--- src/rtl/fifo_pkg.sv ---
// Shared async-FIFO helpers: Gray/binary pointer conversion and pointer sizing.
// Converters work on zero-extended pointers of any width up to PTR_MAXW.
package fifo_pkg;

    localparam int PTR_MAXW = 32;

    // Pointer carries one extra wrap bit beyond the address width.
    function automatic int ptr_width(input int depth);
        return $clog2(depth) + 1;
    endfunction

    function automatic logic [PTR_MAXW-1:0] bin2gray(input logic [PTR_MAXW-1:0] b);
        return b ^ (b >> 1);
    endfunction

    // Zero upper bits decode to zero, so narrower pointers round-trip unchanged.
    function automatic logic [PTR_MAXW-1:0] gray2bin(input logic [PTR_MAXW-1:0] g);
        logic [PTR_MAXW-1:0] b;
        b = '0;
        for (int i = 0; i < PTR_MAXW; i++) begin
            b[i] = ^(g >> i);
        end
        return b;
    endfunction

endpackage

--- src/rtl/wptr_full_ctrl.sv ---
// Write-side pointer/full controller: 1-cycle registered status from w_en or wsync_ptr2 change.
// Writes while full are dropped (no pointer move, no ack) and flagged on sticky w_ovf.
module wptr_full_ctrl
    import fifo_pkg::*;
#(
    parameter int DEPTH        = 16,
    parameter int AFULL_THRESH = DEPTH - 2,
    localparam int AW          = ptr_width(DEPTH) - 1
) (
    input  logic          w_clk,
    input  logic          rst,
    input  logic          w_en,
    input  logic [AW:0]   wsync_ptr2,
    input  logic          ovf_clr,
    output logic [AW-1:0] w_addr,
    output logic [AW:0]   wptr,
    output logic          w_full,
    output logic          w_afull,
    output logic [AW:0]   w_level,
    output logic          w_ack,
    output logic          w_ovf
);

    localparam logic [AW:0] AFULL_LVL = (AW+1)'(AFULL_THRESH);

    logic [AW:0] wbin;
    logic [AW:0] wbin_next;
    logic [AW:0] wgray_next;
    logic [AW:0] rbin;
    logic [AW:0] full_cmp;
    logic [AW:0] level_next;
    logic        accept;
    logic        full_next;
    logic        afull_next;

    assign w_addr = wbin[AW-1:0];

    always_comb begin
        accept     = w_en & ~w_full;
        wbin_next  = wbin + {{AW{1'b0}}, accept};
        wgray_next = (AW+1)'(bin2gray(PTR_MAXW'(wbin_next)));
        rbin       = (AW+1)'(gray2bin(PTR_MAXW'(wsync_ptr2)));
        // Full when write pointer is exactly one lap ahead: Gray form flips the top two bits.
        full_cmp   = {~wsync_ptr2[AW:AW-1], wsync_ptr2[AW-2:0]};
        full_next  = (wgray_next == full_cmp);
        level_next = wbin_next - rbin;
        afull_next = (level_next >= AFULL_LVL);
    end

    always_ff @(posedge w_clk) begin
        if (rst) begin
            wbin    <= '0;
            wptr    <= '0;
            w_full  <= 1'b0;
            w_afull <= 1'b0;
            w_level <= '0;
            w_ack   <= 1'b0;
            w_ovf   <= 1'b0;
        end else begin
            wbin    <= wbin_next;
            wptr    <= wgray_next;
            w_full  <= full_next;
            w_afull <= afull_next;
            w_level <= level_next;
            w_ack   <= accept;
            if (w_en & w_full) begin
                w_ovf <= 1'b1;
            end else if (ovf_clr) begin
                w_ovf <= 1'b0;
            end
        end
    end

endmodule

--- config.mk ---
export PLATFORM = sky130hd
export DESIGN_NAME = wptr_full_ctrl
export DESIGN_NICKNAME = d
export VERILOG_FILES = /design/src/rtl/fifo_pkg.sv /design/src/rtl/wptr_full_ctrl.sv
export SDC_FILE = /design/constraint.sdc
export NUM_CORES = 1
export LEC_CHECK = 0
export BUFFER_PORTS_ARGS = -buffer_cell sky130_fd_sc_hd__buf_2
export CORE_MARGIN = 2
export CORE_UTILIZATION = 40
export DETAILED_ROUTE_END_ITERATION = 7
export PLACE_DENSITY = 0.67
export SYNTH_ARGS = -nofsm -noshare
export SYNTH_HDL_FRONTEND = slang
export SYNTH_SLANG_ARGS = --single-unit
--- constraint.sdc ---
create_clock -name w_clk -period 2.2 [get_ports w_clk]
set_input_delay 0.44 -clock w_clk [delete_from_list [all_inputs] [get_ports w_clk]]
set_output_delay 0.44 -clock w_clk [all_outputs]
set_load 0.005 [all_outputs]
==> impl_metrics.json <==
{
  "gp_congestion": 0.7177,
  "fmax_ghz": 0.4624,
  "crit_top_cell": "xor2_2",
  "cts_buffer_depth": 2,
  "cts_sinks": 18,
  "irDropWorstVdd_mv": 0.2870,
  "worst-slew-pin-transition_ps": 336.9,
  "layout-drive-gt1-share_pct": 50.72,
  "wl_um": 1809,
  "switchingPower_uw": 266.3,
  "cts_tree": "done",
  "ys_seq_area_share_pct": 40.62,
  "instances_no_fill": 166,
  "ioPinCount": 27,
  "rrSetupSlack_ps": 70,
  "antenna_found_initial": 0,
  "ant_nets": 0,
  "total_leakage_power_uw": 0.0006407,
  "ys_types": 22,
  "syn_nets": 105,
  "dp.cells": 159,
  "hold_viol": 0,
  "rows": 17,
  "diodes": 0,
  "drv_slew": 0,
  "ys_warn_count": 0,
  "swShare_pct": 28.56,
  "crit_type": "in2reg",
  "path_depth": 12,
  "grt_overflow": 0,
  "outcome": "finished clean",
  "combPwrFrac_pct": 37.9,
  "setup_viol": 0,
  "drtPass1Iterations": 4,
  "initial_core_util_pct": 41.29,
  "final_cell_mix": "24 x buf_2, 21 x buf_4, 17 x dfxtp_1, 11 x nor2_1, 9 x xnor2_1",
  "seqPwrFrac_pct": 40.2,
  "critPathMaxStageDelay_ps": 230,
  "path_buf_inv": 2,
  "hold_buffers": 0,
  "clock_latency_ps": 290,
  "vias": 740,
  "die_x_um": 51.10,
  "grt_pass1_vias": 711,
  "grt_max_degree": 19,
  "fill_cells": 194,
  "area_growth_syn_to_layout_pct": 48.80,
  "cts_root_buf": "clkbuf_4",
  "syn_avg_cell_area_um2": 9.967,
  "synthCells": 89,
  "ys_ff_latch": 18,
  "reg2reg_depth": 9,
  "min_path_cells": 3,
  "relSlewSlack_pct": 77.54,
  "fin_util_pct": 61.44,
  "maxCapViolations": 0,
  "grt_pass1_wl_um": 2994,
  "clk_pin_slew_ps": 100,
  "die_h_um": 51.10,
  "skew_ps": 5.846,
  "critPathLaunchType": "input port",
  "coreArea_mm2": 0.002148,
  "drc": 0,
  "cts_buffers": 3,
  "post-route-period-util_pct": 98.31,
  "first_iter_violations": 7,
  "power_uw": 932.4,
  "worstSetupEndpointType": "flop",
  "crit_path_top_delay_cell": "ha_2",
  "wire_per_inst_um": 10.90,
  "grt_use_total_pct": 15.82,
  "cp_top_family": "XOR/XNOR gates",
  "cp_max_fo": 2,
  "nets": 155,
  "dp_hpwl_um": 1362,
  "post-route-min-period_ps": 2163,
  "syn-cell-area_um2": 887.1,
  "port_buffers": 26,
  "avgViaCountPerCell": 4.458,
  "clockPowerShare_pct": 21.9,
  "worstPathArrival_ps": 2330,
  "layout_commonest_cell": "buf_2",
  "die_area_mm2": 0.002611,
  "hold_path.class": "in2reg",
  "path_cells": "buf_8, xnor2_4, xor2_2, xor2_2, xnor2_1, ha_2, fa_2, inv_2, a21o_1, a21oi_2, xor2_1, o32ai_2",
  "whs_ps": 403.4,
  "p_per_area_mw_per_mm2": 706.4,
  "p_int_uw": 666.1,
  "rsz0062_at_grt": "true",
  "cts-htree-levels": 1,
  "required_ps": 2370,
  "setup-tns-final_ps": 0
}
==> worst min-delay path, stage by stage <==
cell and delay (ps):
buf_2 70, nand2b_1 90, a21oi_1 50
==> power by group through the flow <==
stage / registers, µW / logic (µW) / clock network [µW]
2_1_floorplan: 391 / 159 / 0
3_3_place_gp: 382 / 301 / 0
3_5_place_dp: 383 / 306 / 0
4_1_cts: 376 / 340 / 213
5_1_grt: 380 / 391 / 221
6_report: 375 / 354 / 204
==> cell families after synthesis <==
| group | Yosys count | share of synthesized area, % |
|---|---|---|
| flops | 18 | 40.62 |
| mux | 1 | 1.269 |
| compound gates | 9 | 6.911 |
| buf+inv | 9 | 3.809 |
| xor+xnor | 21 | 23.27 |
| simple gates | 24 | 13.40 |
| fa+ha+maj | 7 | 10.72 |
==> cells in the mapped netlist <==
| cell | instances | share of area [%] |
|---|---|---|
| a22o_1 | 1 | 0.99 |
| o32ai_1 | 1 | 0.99 |
| nor4_2 | 1 | 1.4 |
| inv_1 | 7 | 3.0 |
| fa_1 | 1 | 2.3 |
| nand3_1 | 2 | 1.1 |
| dfxtp_1 | 18 | 41 |
| xor2_2 | 2 | 3.7 |
| xnor2_1 | 10 | 9.9 |
| nor2b_1 | 5 | 3.5 |
| a21o_1 | 2 | 1.7 |
| or2_2 | 1 | 0.71 |
| mux2_2 | 1 | 1.3 |
| a21oi_1 | 4 | 2.3 |
| nand2_1 | 3 | 1.3 |
| nor2_1 | 11 | 4.7 |
| nand2b_1 | 1 | 0.71 |
| clkbuf_1 | 2 | 0.85 |
| xor2_1 | 8 | 7.9 |
| xnor2_2 | 1 | 1.8 |
| a311oi_1 | 1 | 0.99 |
| ha_1 | 6 | 8.5 |
==> layout make-up <==
| class | instances | area [µm²] | area share (%) |
|---|---|---|---|
| well taps | 28 | 35.03 | 2.654 |
| repair buffers | 47 | 304.0 | 23.03 |
| flip-flops and latches | 18 | 361.6 | 27.39 |
| multi-input cells | 62 | 556.8 | 42.18 |
| clock buffers | 4 | 36.28 | 2.749 |
| inverters | 7 | 26.28 | 1.991 |
==> stage by stage <==
step | setup slack [ps] | instance area [µm²]
2_1_floorplan | -114.5 | 908.4
3_3_place_gp | -296.6 | 1201
3_5_place_dp | -378.2 | 1201
4_1_cts | 0.8773 | 1285
5_1_grt | -63.58 | 1320
6_report | 37.14 | 1320
==> metal layers <==
layer  part of all wire (%)  vias to the layer above  GRT usage [%]  routed length [µm]
li1                       -                      376              -                   -
met1                     43                      341          18.20                 776
met2                     51                       19          27.92                 917
met3                    4.5                        4          2.632                  81
met4                    1.9                        0          8.108                  34
met5                      0                        -              0                   0
==> path summary, 6_finish.rpt <==
path | startpoint | to
worst min-delay path | ovf_clr | w_ovf
worst max-delay path | wsync_ptr2[3] | w_afull
worst max register to register | w_full | w_afull
worst min register to register | w_ovf | w_ovf
==> repair_timing <==
item,in CTS,in global routing
hold endpoints to repair,0,0
pin swaps,12,4
setup buffers,2,1
gates resized for setup,10,8
setup endpoints to repair,1,5
==> flip-flops by register name, summed over array words and instances (netlist names) <==
name	count
w_ack	1
w_afull	1
w_full	1
w_level	5
w_ovf	1
wbin	4
wptr	5
(Power assumes the default switching activity.)
